### config.mk
export PLATFORM = sky130hd
export DESIGN_NAME = fifo_wr_arbiter
export DESIGN_NICKNAME = d
export VERILOG_FILES = /design/src/rtl/fifo_wr_arbiter.sv
export SDC_FILE = /design/constraint.sdc
export NUM_CORES = 1
export LEC_CHECK = 0
export ABC_AREA = 1
export CORE_UTILIZATION = 36
export DETAILED_ROUTE_END_ITERATION = 10
export PLACE_DENSITY = 0.86
export SETUP_SLACK_MARGIN = 0.05
export SYNTH_ARGS = -nofsm -noshare
export SYNTH_HDL_FRONTEND = slang
export SYNTH_SLANG_ARGS = --single-unit
### constraint.sdc
create_clock -name clk -period 1.3 [get_ports clk]
set_input_delay 0.26 -clock clk [delete_from_list [all_inputs] [get_ports clk]]
set_output_delay 0.26 -clock clk [all_outputs]
set_load 0.03 [all_outputs]
### src/rtl/fifo_wr_arbiter.sv
// fifo_wr_arbiter: lets two valid/ready producers share the single write port
// of a 512-deep FIFO. Ownership is handed out in bursts of up to BURST_LEN
// words and alternates round-robin when both producers are waiting. The FIFO
// write strobe and data are registered, so the first word of a burst reaches
// the FIFO one cycle after it is accepted.
//
// Ports:
//   clk, rst_n              clock, asynchronous active-low reset
//   s0_valid/s0_data/s0_ready  requester 0 handshake
//   s1_valid/s1_data/s1_ready  requester 1 handshake
//   fifo_full, fifo_wr_count   FIFO write-side status
//   fifo_wr_en, fifo_din       registered FIFO write port
//   grant                      one-hot current owner (00 when idle)
//   burst_cnt                  words accepted in the current burst
module fifo_wr_arbiter #(
  parameter int DW        = 16,
  parameter int CW        = 9,
  parameter int BURST_LEN = 8,
  parameter int AFULL_LVL = 508
) (
  input  logic          clk,
  input  logic          rst_n,
  input  logic          s0_valid,
  input  logic [DW-1:0] s0_data,
  output logic          s0_ready,
  input  logic          s1_valid,
  input  logic [DW-1:0] s1_data,
  output logic          s1_ready,
  input  logic          fifo_full,
  input  logic [CW-1:0] fifo_wr_count,
  output logic          fifo_wr_en,
  output logic [DW-1:0] fifo_din,
  output logic [1:0]    grant,
  output logic [7:0]    burst_cnt
);

  localparam logic [CW-1:0] AFULL_C = CW'(AFULL_LVL);
  localparam logic [7:0]    LAST_C  = 8'(BURST_LEN - 1);

  typedef enum logic [2:0] {
    IDLE = 3'd0,
    GNT0 = 3'd1,
    GNT1 = 3'd2
  } state_t;

  state_t           state, state_nxt;
  logic             rr_ptr, rr_ptr_nxt;
  logic [7:0]       burst_cnt_nxt;
  logic             space;
  logic             acc;
  logic             own;
  logic [1:0]       vld;
  logic [1:0]       rdy;
  logic [1:0][DW-1:0] dat;

  assign vld = {s1_valid, s0_valid};
  assign dat = {s1_data, s0_data};

  // AFULL_LVL keeps headroom for the word still sitting in the write register.
  assign space = ~fifo_full & (fifo_wr_count < AFULL_C);

  always_comb begin
    grant = 2'b00;
    case (state)
      GNT0:    grant = 2'b01;
      GNT1:    grant = 2'b10;
      default: grant = 2'b00;
    endcase
  end

  // Only the owner sees ready, and only while there is room.
  assign rdy      = grant & {2{space}};
  assign s0_ready = rdy[0];
  assign s1_ready = rdy[1];
  assign acc      = |(rdy & vld);
  assign own      = grant[1];

  always_comb begin
    state_nxt     = state;
    rr_ptr_nxt    = rr_ptr;
    burst_cnt_nxt = burst_cnt;
    case (state)
      IDLE: begin
        burst_cnt_nxt = '0;
        if (space && (|vld)) begin
          // Contention resolves to rr_ptr; a lone requester wins outright.
          if (vld[0] && (!vld[1] || !rr_ptr)) state_nxt = GNT0;
          else                                state_nxt = GNT1;
        end
      end
      GNT0, GNT1: begin
        if ((acc && (burst_cnt == LAST_C)) || !vld[own] || !space) begin
          state_nxt     = IDLE;
          rr_ptr_nxt    = ~own;
          burst_cnt_nxt = '0;
        end else if (acc) begin
          burst_cnt_nxt = burst_cnt + 8'd1;
        end
      end
      default: begin
        state_nxt     = IDLE;
        burst_cnt_nxt = '0;
      end
    endcase
  end

  always_ff @(posedge clk or negedge rst_n) begin
    if (!rst_n) begin
      state     <= IDLE;
      rr_ptr    <= 1'b0;
      burst_cnt <= '0;
    end else begin
      state     <= state_nxt;
      rr_ptr    <= rr_ptr_nxt;
      burst_cnt <= burst_cnt_nxt;
    end
  end

  // Registered write port; din holds its last value between writes.
  always_ff @(posedge clk or negedge rst_n) begin
    if (!rst_n) begin
      fifo_wr_en <= 1'b0;
      fifo_din   <= '0;
    end else begin
      fifo_wr_en <= acc;
      if (acc) fifo_din <= dat[own];
    end
  end

endmodule

# [Word-level counts from Yosys, hierarchy flattened]
# Cells that the tools add are included.
[word_totals] register_bits=29 latch_bits=0 mem_bits_rw=0 romBits=0 in_bits=46 output_inout_bits=29 wordCells=47 n_memories=0
[classes] n_addsub=1 mul=0 n_div=0 magnitude_cmp=2 n_eq_ne=6 n_shift=0 mux=12 bitwise_logic=5 n_reduce_logical=16
[ops] cell="16-bit two-way mux" n=2
[ops] cell="8-bit two-way mux" n=3
[ops] cell="9-bit less-than comparator (second input constant)" n=1
[ops] cell="8-bit by 1-bit adder with 8-bit output (second input constant)" n=1
[ops] cell="8-bit by 3-bit == test with 1-bit output (second input constant)" n=1
[ops] cell="3-bit two-way mux" n=2
[ops] cell="3-bit case mux with 2 select lines" n=1
[ops] cell="2-bit OR reduction" n=3
[ops] cell="2-bit bitwise AND" n=2
[ops] cell="1-bit zero test" n=4
[ops] cell="2-bit != test (second input constant)" n=2
[ops] cell="2-bit case mux with 2 select lines" n=1
[ops] cell="2-bit AND reduction" n=2
[ops] cell="3-bit by 1-bit == test with 1-bit output (second input constant)" n=1
[ops] cell="3-bit by 2-bit == test with 1-bit output (second input constant)" n=1
[ops] cell="1-bit logical AND" n=3
[ops] cell="3-bit zero test" n=1
[ops] cell="1-bit logical OR" n=3
[ops] cell="3-bit != test (second input constant)" n=1
[ops] cell="1-bit by 2-bit less-than comparator with 1-bit output (second input constant)" n=1
[ops] cell="1-bit two-way mux" n=2
[ops] cell="2-bit two-way mux" n=1
[ops] cell="1-bit inverter" n=2
[ops] cell="1-bit bitwise AND" n=1

# [Logic depth before layout (Yosys ltp)]
# Gate-level depths: netlist of the first run.
[depth] depth_word=10 ltp_mapped=9 ltp_nobuf=9

# [Worst setup path after synthesis of the first run]
# No wires, ideal clock.
[synth_timing] path_type="register -> output" startpoint="register state[0]" endpoint="output port s1_ready" arrival_time_ps=1771 required_ps=1040 slack_ps=-731 path_stages_with_launch=7 n_path_buf=2 cell_sequence="dfrtp_1 inv_1 ha_1 buf_6 clkinv_1 buf_2 nor2_1"
[synth_between] elab_chain_len=3 elab_cells_between_ends=4 classes_between="2 x eq/ne; 1 x mux; 1 x bitwise"
[synth_lines] item="start, declared" line_no="46" rtl="state_t state, state_nxt;"
[synth_lines] item="start signal, assigned" line_no="113" rtl="state <= state_nxt;"
[synth_lines] item="3-bit by 2-bit == test with 1-bit output or 3-bit by 1-bit == test with 1-bit output (tied branches)" line_no="64" rtl="case (state)"
[synth_lines] item="2-bit case mux with 2 select lines (*)" line_no="64"
[synth_lines] item="via grant[1]" line_no="33" rtl="output logic [1:0] grant,"
[synth_lines] item="2-bit bitwise AND (*)" line_no="72" rtl="assign rdy = grant & {2{space}};"
[synth_lines] item="end, declared" line_no="28" rtl="output logic s1_ready,"
# The timed path passes the listed nets; every way through them passes the cells marked *.

# [Worst setup path after layout of the first run]
[layout_timing] startpoint="register state[0]" endpoint="register fifo_din[9]"
[layout_between] elab_chain_len=5 elab_cells_between_ends=8 classes_between="2 x eq/ne; 3 x mux; 2 x bitwise; 1 x reduce/logical"
[layout_lines] item="3-bit by 2-bit == test with 1-bit output or 3-bit by 1-bit == test with 1-bit output (tied branches)" line_no="64"
[layout_lines] item="2-bit case mux with 2 select lines (*)" line_no="64"
[layout_lines] item="2-bit bitwise AND" line_no="72"
[layout_lines] item="2-bit bitwise AND" line_no="75" rtl="assign acc = |(rdy & vld);"
[layout_lines] item="2-bit OR reduction" line_no="75"
[layout_lines] item="end signal, assigned" line_no="126" rtl="if (acc) fifo_din <= dat[own];"
[layout_lines] item="end, declared" line_no="32" rtl="output logic [DW-1:0] fifo_din,"
# Mark *: on every way between the ends. The rest lies on a longest branch, timed or not. The select of a mux whose other input is x is not followed.
# A chain may end at the register's enable or synchronous reset.

==> impl_results.md, run 1 <==
* CTS tree: done
* Final GP Congestion at 0.876
* Area of the core at 4030 um2
* Largest net degree at the start of global routing at 29
* Pwr dens at 1860 nW/um2
* Rows at 23
* Period utilisation layout at 123%
* Register-to-register setup slack at -300 ps
* HP Class: in2async
* Worst-Skew Late Latency at 270 ps
* Area growth, synth to finish at 98.6%
* Final Max Slew Viols at 0
* CTS Buf Count at 3
* Number of distinct library cells after synthesis at 22
* Final Skew at 6.58 ps
* Setup slack after layout at -299 ps
* # clock sinks at 28
* Die ar. at 4490 um2
* Failing checks: setup timing
* FMAX at 0.625 GHz
* Most used cell, CP: nand2_4
* Final-stage net count at 345
* WL final at 5050 um
* Worst path required time at 1450 ps
* Worst slew pin tran at 291 ps
* Number of global-route vias before repair at 1682
* Slew margin rel. at 80.6%
* Crit start category: flip-flop
* Syn Nets at 239
* Arrival time worst endpoint at 1750 ps
* Drt wl/cell at 14.7 um
* RSZ-0062 raised after global routing: true
* # H-tree levels at 1
* Critical Path, Cell by Cell: inv_2, ha_4, nand2_4, nand2_4, buf_4, nand3_4, clkbuf_16, nand2_4, o31ai_4
* Hold WS at 352 ps
* Reg-to-reg startpoint: state[0]
* DRC violations left at 0
* FF-to-FF path depth at 9
* GR Overflow Total at 0
* CP Class: reg2reg
* First-pass GRT wire length at 7070 um
* CTS clk-pin slew, worst paths at 100 ps
* Initial antenna violation count at 0
* Initial Util at 37.8%
* IO Pins at 75
* #FFs+latches synth at 28
* Vias/cell at 4.81
* Status: finished, violations left
* Layout fillers at 281
* Register area share after synthesis at 46.1%
* Post-DP HPWL at 3050 um
* Via count at 1656
* Area after DPL at 2520 um2
* Crit Path Max Fanout at 8
* DRT iter0 DRCs at 90
* Root Driver: clkbuf_8
* Storage cell area at 703 um2
* Leakage at 1.34 nW
* Clock Tree Buf Depth at 2
* Worst r2r dst: fifo_din[9]
* Tot GR Track Use at 20.6%
* Final ANT Viol Nets at 0
* Final hold vios at 0
* DRT Pass-1 Iters at 4
* Worst Setup End Kind: flip-flop
* Fin crit period at 1600 ps
* Max incr delay on CP at 410 ps
* Die height at 67.0 um
* Mapped Avg Cell Area at 8.05 um2
* Max IR drop VDD at 1200 uV
* Multi-input gate area at 1060 um2
* Die Wd at 67.0 um
* YS warnings at 0
* Crit path max-delay cell type: dfrtp_1
* Number of port buffers at 72
* Final instance area at 3020 um2
* Final setup vio count at 31
* Max-cap check violation count at 0
* Fraction of layout cells with a size suffix above 1 at 45.6%
* Synthesized instance count at 189
* Diodes inserted at 0
* Synthesized area at 1520 um2
==> cell type report <==
type                       instances  share of cell area, %
sequential                        28                   23.3
clock buffer                       4                   1.82
inverter                          14                   2.32
timing repair buffer             107                   35.3
multi-input combinational        141                   35.2
tap                               50                   2.07
==> state kept, by name (all words and copies together), names as in the netlist <==
name	flops
state	2
rr_ptr	1
fifo_din	16
burst_cnt	8
fifo_wr_en	1
==> layout by cell type (no fill, tap or decap), drive strengths merged, types with 2 or more instances in the layout <==
| master | synthesis | layout |
|---|---|---|
| ha | 4 | 4 |
| inv | 12 | 12 |
| o31ai | 16 | 16 |
| clkdlybuf4s15 | 0 | 8 |
| nor2 | 51 | 51 |
| o21ai | 3 | 3 |
| dfrtp | 28 | 28 |
| clkinv | 2 | 2 |
| clkbuf | 0 | 5 |
| nand3 | 8 | 8 |
| clkdlybuf4s50 | 0 | 42 |
| nand4 | 3 | 3 |
| buf | 6 | 55 |
| a21oi | 7 | 7 |
| nand2 | 45 | 45 |
==> worst max-delay path, delay by kind of cell (launching register included) <==
family	cells	cell delay, ps
and+or+nand+nor	4	360
adders and majority gates	1	180
buffers and inverters	3	450
AOI/OAI and AO/OA	1	70
DFF	1	410
==> worst max-delay path by stage <==
stage          cells after the start  slack, ps           end             start
3_5_place_dp                      10       -460  burst_cnt[6]  fifo_wr_count[7]
5_1_grt                            6       -360      s1_ready          state[0]
2_1_floorplan                      9       -220  burst_cnt[6]          state[0]
4_1_cts                            6       -290      s0_ready          state[0]
3_3_place_gp                       9       -390      state[0]  fifo_wr_count[8]
6_report                           9       -300   fifo_din[9]          state[0]
==> through the flow <==
stage	std cells	setup slack, ps	TNS, ps	total power [mW]	utilization (%)
2_1_floorplan	189	-215	-3740	3.07	-
3_3_place_gp	328	-392	-8620	4.13	62.7
3_5_place_dp	328	-457	-9690	4.19	62.7
4_1_cts	335	-291	-4540	5.09	69.5
5_1_grt	344	-358	-9840	5.96	75.0
6_report	344	-299	-7830	5.63	75.0
==> power by group <==
| part | switching, mW | total (mW) | internal (mW) | leakage, nW |
|---|---|---|---|---|
| combinational | 2.03 | 3.71 | 1.67 | 0.952 |
| clock | 0.268 | 0.539 | 0.271 | 0.0288 |
| sequential | 0.218 | 1.38 | 1.16 | 0.358 |
==> cells by family (layout without fill, tap and decap cells) <==
group,count (synthesis),in the layout,synth area share [%]
adder cells (fa/ha/maj),4,4,3.29
buffers and inverters,20,125,5.92
AO/OA/AOI/OAI,27,27,11.7
AND/OR/NAND/NOR,109,109,32.5
XOR/XNOR,1,1,0.576
flip-flops,28,28,46.1
==> cell usage after synthesis <==
library cell,number,area share [%]
nor2_1,44,11
nand2_1,42,10
dfrtp_1,28,46
o31ai_1,16,7.9
inv_1,12,3.0
a21oi_1,7,2.3
nand3_1,6,2.0
nor2_2,6,2.5
buf_2,5,1.6
ha_1,4,3.3
nand2_2,3,1.2
nand4_1,3,1.2
o21ai_0,3,0.99
nand3_4,2,2.3
buf_6,1,0.74
clkinv_1,1,0.25
clkinv_2,1,0.33
nand3b_1,1,0.49
nor2_4,1,0.74
nor3b_2,1,0.82
o21a_1,1,0.49
xor2_1,1,0.58
==> layer usage <==
layer | wire (um) | global-route usage [%]
met5 | 0 | 0
met1 | 1850 | 22.6
met3 | 177 | 3.08
met4 | 59 | 6.91
met2 | 2970 | 39.3
==> timing repair <==
action                                  in CTS  in global routing
endpoints found under the setup margin      49                 43
resized for setup                           87                 57
hold buffers                                 0                  0
setup buffers                                3                 11
pin swaps                                    7                  8
cloned                                       0                  1
Note: power is estimated with default switching activity, not from simulation.
==> run 2: changes to the inputs <==
- CORE_MARGIN: default -> 10
- SLEW_MARGIN: default -> 20
==> run 2 against run 1 <==
The run still ends with setup timing left. Die area up 61%. First-iteration DRC count is 2.2% lower. Largest cell class is now multi-input gates. Critical path type is now reg2out. Register-to-register slack about the same. Highest routed layer unchanged. Final area increased by 8.2%. Via count increased by 4.6%. Critical path depth down 3. Maximum frequency shrank 1.0%.
==> impl_results.md, run 2 (synthesis gave the netlist of run 1 again) <==
* Crit Path Max Fanout at 3
* Die ar. at 7230 um2
* Pre-CTS WS at -418 ps
* Initial Util at 37.5%
* Layout Utilization at 80.5%
* Worst-Skew Late Latency at 290 ps
* Die Wd at 85.0 um
* Setup tns final at -7860 ps
* Drt wl/cell at 17.7 um
* Failing checks: setup timing
* Pwr dens at 1950 nW/um2
* First-pass GRT wire length at 8740 um
* CTS clk-pin slew, worst paths at 110 ps
* Clock Tree Buf Depth at 2
* Vias/cell at 4.98
* Arrival time worst endpoint at 1360 ps
* Crit path max-delay cell type: dfrtp_1
* Slew margin rel. at 80.7%
* Worst Setup End Kind: primary output
* Die height at 85.0 um
* Max IR drop VDD at 1640 uV
* CTS Hold Bufs at 0
* Final Skew at 3.40 ps
* CTS Buf Count at 3
* Initial antenna violation count at 0
* Largest net degree at the start of global routing at 29
* Top Registers: fifo_din x16, burst_cnt x8, state x2
* Commonest non-fill, non-tap cells in the layout: clkdlybuf4s50_1, buf_6, nor2_1
* Final setup vio count at 32
* # H-tree levels at 1
* Post-DP HPWL at 3740 um
* Via count at 1733
* Tot GR Track Use at 14.4%
* Max-cap check violation count at 0
* CP Class: reg2out
* Rows at 23
* Power Total at 6.38 mW
* Number of port buffers at 72
* Area of the core at 4060 um2
* Critical Path, Cell by Cell: inv_2, ha_4, buf_6, inv_8, nor2_4, buf_6
* Leakage at 1.40 nW
* DRT iter0 DRCs at 88
* Final ANT Viol Nets at 0
* Inst Count DP at 330
* Diodes inserted at 0
* Status: finished, violations left
* Commonest non-fill, non-tap cell in the layout: clkdlybuf4s50_1
* Non-Filler Instances at 348
* HP Class: in2async
* DRT Pass-1 Iters at 4
* Final hold vios at 0
* Max FFs per register at 16
* Worst path required time at 1040 ps
* GR Overflow Total at 0
* IO Pins at 75
* FMAX at 0.619 GHz
* # clock sinks at 28
* Root Driver: clkbuf_8
* Fin crit period at 1620 ps
* Final Max Slew Viols at 0
* Most used cell, CP: buf_6
* WL final at 6150 um
* Number of global-route vias before repair at 1826
* Setup slack after layout at -315 ps
* Final-stage net count at 349
* Final GP Congestion at 0.830
* Area growth, synth to finish at 115%
* Period utilisation layout at 124%
* Max incr delay on CP at 430 ps
* Top reg by flops: fifo_din
* Worst slew pin tran at 290 ps
* Fraction of layout cells with a size suffix above 1 at 53.0%
* Crit start category: flip-flop
* CTS tree: done
* Register-to-register setup slack at -300 ps
* RSZ-0062 raised after global routing: true
* DRC violations left at 0
==> run 2: cell count changes in the layout (fill, tap and decap cells not counted), sizes merged <==
cell / change
buf: +10
bufinv: +1
clkdlybuf4s15: -7
clkdlybuf4s50: +1
clkinv: -1
dlymetal6s2s: -1
inv: +1
==> run 2: path summary, 6_finish.rpt <==
path | startpoint | end | depth (start not counted)
worst max-delay path | state[0] | s1_ready | 6
worst min-delay path | rst_n | fifo_din[8] | 2
worst max register to register | state[1] | burst_cnt[6] | 9
worst min register to register | rr_ptr | rr_ptr | 2
max in group asynchronous | rst_n | burst_cnt[0] | 2
min in group clk | rr_ptr | rr_ptr | 2
==> run 2: layout make-up <==
class	instances	area (um2)
Multi-Input combinational cell	141	1190
Timing Repair Buffer	111	1170
Fill cell	246	790
Sequential cell	28	704
Inverter	14	70.1
Tap cell	50	62.6
Clock buffer	3	41.3
Clock inverter	1	30.0
==> run 2: where the power goes <==
part           total (mW)  internal, mW  switching (mW)
Sequential           1.41          1.17           0.249
Combinational        4.24          1.97            2.27
Clock               0.723         0.413           0.310
Total                6.38          3.55            2.83
==> run 2: through the flow <==
step | hold slack [ps] | instance area [um2]
6_report | 323 | 3270
2_1_floorplan | -35.6 | 1610
3_3_place_gp | 463 | 2510
4_1_cts | 338 | 2900
5_1_grt | 333 | 3270
3_5_place_dp | 469 | 2510
==> run 2: layer usage <==
metal	global-route usage [%]	part of all wire, %	wire length [um]	vias to the layer above
li1	-	-	-	834
met1	16.3	37	2290	836
met2	25.1	56	3420	50
met3	4.40	5.2	319	13
met4	4.64	1.9	118	0
met5	0	0	0	-
==> run 2: critical path: cells and delay by family, from the launching register on <==
kind                       cells  cell delay, ps
adders and majority gates      1             170
buffers and inverters          4             380
and+or+nand+nor                1              80
DFF                            1             430
==> run 2: timing repair <==
item,CTS,global route
setup buffers,8,6
gates cloned,1,2
endpoints found under the setup margin,38,43
resized for setup,70,82
pin swaps,24,27
==> run 3: changes to the inputs <==
- ABC_CLOCK_PERIOD_IN_PS: default -> 1300
- CAP_MARGIN: default -> 15
==> results of run 3 <==
Final layout, timing and power as in run 2 (identical DEF).
